### src/rtl/rfid_pkg.sv
// Shared types and constants for the RFID XTEA encryption core.
// The core's optional two-cycles-per-clock mode is selected by RFID_XTEA_UNROLL2_EN.
package rfid_pkg;

    typedef logic [31:0] word_t;

    localparam word_t XTEA_DELTA  = 32'h9E37_79B9;
    localparam int    XTEA_CYCLES = 32;

    typedef enum logic [1:0] {
        IDLE  = 2'd0,
        RUN_A = 2'd1,
        RUN_B = 2'd2,
        DONE  = 2'd3
    } state_t;

    // k[0] sits in the most significant word of the 128-bit key.
    function automatic word_t key_word(input logic [127:0] key, input logic [1:0] idx);
        word_t w;
        case (idx)
            2'd0:    w = key[127:96];
            2'd1:    w = key[95:64];
            2'd2:    w = key[63:32];
            default: w = key[31:0];
        endcase
        return w;
    endfunction

endpackage

### src/rtl/rfid_xtea_round.sv
// One full XTEA cycle (both Feistel halves) as pure combinational logic.
module rfid_xtea_round
    import rfid_pkg::*;
(
    input  word_t        v0,
    input  word_t        v1,
    input  word_t        sum,
    input  logic [127:0] key,
    output word_t        v0_next,
    output word_t        v1_next,
    output word_t        sum_next
);

    word_t mix0;
    word_t mix1;

    // The second half uses the already-updated v0 and sum.
    assign mix0     = ((v1 << 4) ^ (v1 >> 5)) + v1;
    assign v0_next  = v0 + (mix0 ^ (sum + key_word(key, sum[1:0])));
    assign sum_next = sum + XTEA_DELTA;
    assign mix1     = ((v0_next << 4) ^ (v0_next >> 5)) + v0_next;
    assign v1_next  = v1 + (mix1 ^ (sum_next + key_word(key, sum_next[12:11])));

endmodule

### src/rtl/rfid_xtea_core.sv
// Two-block XTEA encryptor: block A then block B, started by load falling.
// Define RFID_XTEA_UNROLL2_EN to run two XTEA cycles per clock (half latency).
module rfid_xtea_core
    import rfid_pkg::*;
(
    input  logic         clk,
    input  logic         reset,
    input  logic         load,
    input  logic [127:0] key,
    input  logic [127:0] plaintext,
    output logic [127:0] cyphertext,
    output logic         done
);

`ifdef RFID_XTEA_UNROLL2_EN
    localparam int CYCLES_PER_CLK = 2;
`else
    localparam int CYCLES_PER_CLK = 1;
`endif
    localparam int         STEPS     = XTEA_CYCLES / CYCLES_PER_CLK;
    localparam logic [4:0] STEP_LAST = 5'(STEPS - 1);

    state_t       state_reg;
    state_t       state_next;
    logic [4:0]   cnt_reg;
    word_t        v0_reg;
    word_t        v1_reg;
    word_t        sum_reg;
    logic [127:0] key_reg;
    logic [63:0]  blk_b_reg;
    logic [63:0]  res_a_reg;
    logic [127:0] cyphertext_reg;
    logic         done_reg;
    logic         last;

    word_t chain_v0  [0:CYCLES_PER_CLK];
    word_t chain_v1  [0:CYCLES_PER_CLK];
    word_t chain_sum [0:CYCLES_PER_CLK];

    assign chain_v0[0]  = v0_reg;
    assign chain_v1[0]  = v1_reg;
    assign chain_sum[0] = sum_reg;

    // Round instances are chained so the unrolled build simply feeds one into the next.
    generate
        for (genvar gi = 0; gi < CYCLES_PER_CLK; gi++) begin : g_round
            rfid_xtea_round u_round (
                .v0       (chain_v0[gi]),
                .v1       (chain_v1[gi]),
                .sum      (chain_sum[gi]),
                .key      (key_reg),
                .v0_next  (chain_v0[gi+1]),
                .v1_next  (chain_v1[gi+1]),
                .sum_next (chain_sum[gi+1])
            );
        end
    endgenerate

    assign last = (cnt_reg == STEP_LAST);

    always_ff @(posedge clk or posedge reset) begin
        if (reset) begin
            state_reg <= IDLE;
        end else begin
            state_reg <= state_next;
        end
    end

    always_comb begin
        state_next = state_reg;
        unique case (state_reg)
            IDLE:    if (!load) state_next = RUN_A;
            RUN_A:   if (load) state_next = IDLE;
                     else if (last) state_next = RUN_B;
            RUN_B:   if (load) state_next = IDLE;
                     else if (last) state_next = DONE;
            DONE:    if (load) state_next = IDLE;
            default: state_next = IDLE;
        endcase
    end

    always_ff @(posedge clk or posedge reset) begin
        if (reset) begin
            cnt_reg        <= '0;
            v0_reg         <= '0;
            v1_reg         <= '0;
            sum_reg        <= '0;
            key_reg        <= '0;
            blk_b_reg      <= '0;
            res_a_reg      <= '0;
            cyphertext_reg <= '0;
            done_reg       <= 1'b0;
        end else begin
            case (state_reg)
                IDLE: begin
                    done_reg <= 1'b0;
                    if (!load) begin
                        key_reg   <= key;
                        v0_reg    <= plaintext[127:96];
                        v1_reg    <= plaintext[95:64];
                        blk_b_reg <= plaintext[63:0];
                        sum_reg   <= '0;
                        cnt_reg   <= '0;
                    end
                end
                RUN_A: begin
                    if (!load) begin
                        if (last) begin
                            res_a_reg <= {chain_v0[CYCLES_PER_CLK], chain_v1[CYCLES_PER_CLK]};
                            v0_reg    <= blk_b_reg[63:32];
                            v1_reg    <= blk_b_reg[31:0];
                            sum_reg   <= '0;
                            cnt_reg   <= '0;
                        end else begin
                            v0_reg    <= chain_v0[CYCLES_PER_CLK];
                            v1_reg    <= chain_v1[CYCLES_PER_CLK];
                            sum_reg   <= chain_sum[CYCLES_PER_CLK];
                            cnt_reg   <= cnt_reg + 5'd1;
                        end
                    end
                end
                RUN_B: begin
                    if (!load) begin
                        if (last) begin
                            cyphertext_reg <= {res_a_reg, chain_v0[CYCLES_PER_CLK],
                                               chain_v1[CYCLES_PER_CLK]};
                            done_reg       <= 1'b1;
                        end else begin
                            v0_reg  <= chain_v0[CYCLES_PER_CLK];
                            v1_reg  <= chain_v1[CYCLES_PER_CLK];
                            sum_reg <= chain_sum[CYCLES_PER_CLK];
                            cnt_reg <= cnt_reg + 5'd1;
                        end
                    end
                end
                DONE: begin
                    if (load) done_reg <= 1'b0;
                end
                default: done_reg <= 1'b0;
            endcase
        end
    end

    assign cyphertext = cyphertext_reg;
    assign done       = done_reg;

endmodule

### config.mk
export PLATFORM = sky130hd
export DESIGN_NAME = rfid_xtea_core
export DESIGN_NICKNAME = d
export VERILOG_FILES = /design/src/rtl/rfid_pkg.sv /design/src/rtl/rfid_xtea_round.sv /design/src/rtl/rfid_xtea_core.sv
export SDC_FILE = /design/constraint.sdc
export NUM_CORES = 2
export LEC_CHECK = 0
export ABC_AREA = 1
export CAP_MARGIN = 20
export CORE_ASPECT_RATIO = 0.5
export CORE_MARGIN = 1
export CORE_UTILIZATION = 58
export DETAILED_ROUTE_END_ITERATION = 8
export HOLD_SLACK_MARGIN = 0.15
export PLACE_DENSITY = 0.89
export SETUP_SLACK_MARGIN = 0.15
export SLEW_MARGIN = 20
export SYNTH_ARGS = -nofsm -noshare
export SYNTH_HDL_FRONTEND = slang
export SYNTH_HIERARCHICAL = 1
export SYNTH_SLANG_ARGS = --single-unit
export TNS_END_PERCENT = 10
### constraint.sdc
create_clock -name clk -period 19.4 [get_ports clk]
set_clock_uncertainty 0.1 [all_clocks]
set_input_delay 3.88 -clock clk [delete_from_list [all_inputs] [get_ports clk]]
set_output_delay 3.88 -clock clk [all_outputs]
set_load 0.05 [all_outputs]
==> impl_metrics.ini <==
[logic_synthesis]
synth_top_family_by_area = simple AND/OR/NAND/NOR gates
async_flop_share = 1.00
post-synth-top-count-cell = nand2_1
synth_xor_area_frac = 0.0785
ys_types = 66
syn_nets = 4871
synth.avg_cell_area_sq_um = 7.76
synth.top_cells.by_area = dfrtp_1 (36%), nand2_1 (14%), ha_1 (7.7%)
seq_area_frac_synth = 0.358
yosysWarnings = 6
post-synth-top-area-cell = dfrtp_1
synthFlopType = dfrtp_1
synth-simple-area-share = 0.222
yosysTopAreaCellShare = 0.358
synth_edf_count = 0
synth_compound_area_frac = 0.144
syn_inst = 4397
synthAdderAreaFrac = 0.0801
synth_common_cells = nand2_1 (1286), dfrtp_1 (488), inv_1 (328)
synth.mux.area_fraction = 0.0541
synth.cell_area_sq_um = 34100
ys_seq_elements = 488

[clocking]
clk_pin_slew_ps = 70
cts-resized-gates = 0
cts_tree = done
numCtsBuffers = 45
hold_buffers = 0
cts_sinks = 488
cts_setup_buffers = 0
h-tree-depth = 2
cts.path.max_buffers = 3
clk_latency_ps = 610
clock-root-buffer = clkbuf_16

[grt]
grt_overflow = 0
grt_max_degree = 177
grt_pass1_vias = 32326
track_usage = 0.430
grt_pass1_wl_microns = 196000
antenna_found_initial = 4

[setup_path]
critical_path.max_fanout = 65
slowest_delay_ps = 930
cp.arrival_ps = 11370
slowest_stage = xor2_1
crit_type = reg2reg
start_kind = flop
crit_start = sum_reg[1]
cp_num_buf_inv = 5
required_ps = 19790
crit-reg2reg-launch = sum_reg[1]
path_delay_family = compound AO/OA/AOI/OAI gates
cp-end-kind = flop
worst_r2r_path_depth = 44
cp-endpoint = v1_reg[31]
r2r_slack_ps = 8420
r2r-end = v1_reg[31]
cp_num_cells = 44
critPathMostFrequentCell = a21oi_1

[place]
place_congestion = 1.09
port_buffers = 387
pre_cts_ws_ps = 8880
place_hpwl_microns = 101000

[min_path]
hold_class = reg2reg

[run]
drv_cap = 0

[floorplan]
start_util = 0.591
io_pins = 388
row_count = 62
dieArea_sq_um = 59900
die-width_microns = 345
core_sq_um = 57800
fp.dieH_microns = 174

[detailed_routing]
num_vias = 34312
post_drt_wl_per_cell_microns = 23.9
remaining_drc_errors = 0
vias_per_cell = 6.24
wl_microns = 131000
dr.pass1.iters = 9
dr.first_iter.drc_count = 5011
ant_nets = 0

[finish]
nets = 5169
area_growth_pct = 17.3
layout-drive-gt1-share = 0.0705
fillers = 4509

[sta]
setup_slack_ps = 8420
setup_tns_ps = 0
hold-worst-slack_ps = 375
fin_crit_ps = 10980
final_max_slew_viol_count = 0
max-slew-margin-rel = 0.236
setup_viol = 0
tightest_slew_ps = 1140
timing.fmax_mhz = 91.1
rsz0062_at_grt = no
post-route-period-util = 0.566
hold_viol_final = 0

[outcome]
status = finished, final reports clean
layout by cell type, fill, tap and decap left out, types with 7 or more instances in the layout:
master	instances
nand2_1	1282
dfrtp_1	488
clkdlybuf4s50_1	387
inv_1	326
a21oi_1	324
nor2_1	314
xor2_1	223
o21ai_0	223
ha_1	206
nand3_1	202
mux2_2	139
xnor2_1	70
a32oi_1	62
clkbuf_16	45
o21a_1	41
o211ai_1	37
o21ai_1	36
buf_4	36
mux2_1	25
a31oi_1	21
o21bai_1	18
nand4_1	17
nor3_1	16
inv_2	14
a21o_1	14
nor4_1	13
nand2_2	11
clkbuf_8	8
nor2_2	7
clkbuf_1	7
tightest hold or removal path: cells and delay by family (launching register included):
kind	cells	cell delay, ps
flip-flops	1	350
AND/OR/NAND/NOR	2	90
worst min-delay path by stage:
stage              startpoint              to  depth (start not counted)
3_5_place_dp    res_a_reg[13]   res_a_reg[13]                          2
6_report        res_a_reg[13]   res_a_reg[13]                          2
2_1_floorplan    res_a_reg[0]    res_a_reg[0]                          2
3_3_place_gp    res_a_reg[20]   res_a_reg[20]                          2
5_1_grt        cyphertext[39]  cyphertext[39]                          1
4_1_cts         res_a_reg[13]   res_a_reg[13]                          2
per-stage QoR:
step	utilization	instances	instance area, sq um
3_3_place_gp	0.665	5414	38400
2_1_floorplan	-	4397	34100
4_1_cts	0.692	5493	40000
6_report	0.693	5495	40000
3_5_place_dp	0.666	5416	38500
5_1_grt	0.693	5494	40000
final cells by class:
cell class,instances,area (sq um),area share
tap,768,961,0.0240
clock buffer,60,1260,0.0315
clock inverter,17,264,0.00659
sequential,488,12200,0.305
timing repair buffer,426,4200,0.105
multi-input combinational,3392,19800,0.496
inverter,342,1290,0.0323
antenna,2,5.00,0.000125
metal layers:
metal  part of all wire  GRT usage  up-vias
li1                   -          -    15147
met1               0.43      0.634    16507
met2               0.40      0.604     2321
met3               0.14      0.139      331
met4              0.028      0.108        6
met5            0.00031          0        -
cells by family (layout without fill, tap and decap cells):
family | after synthesis | count (layout)
AO/OA/AOI/OAI | 824 | 824
XOR/XNOR | 301 | 301
adder cells (fa/ha/maj) | 215 | 215
buffers and inverters | 517 | 845
flip-flops | 488 | 488
multiplexers | 164 | 164
other | 0 | 2
AND/OR/NAND/NOR | 1888 | 1888
Power is not shown: default switching activity piles up to over one toggle a cycle in this logic, so the estimate is an artifact.
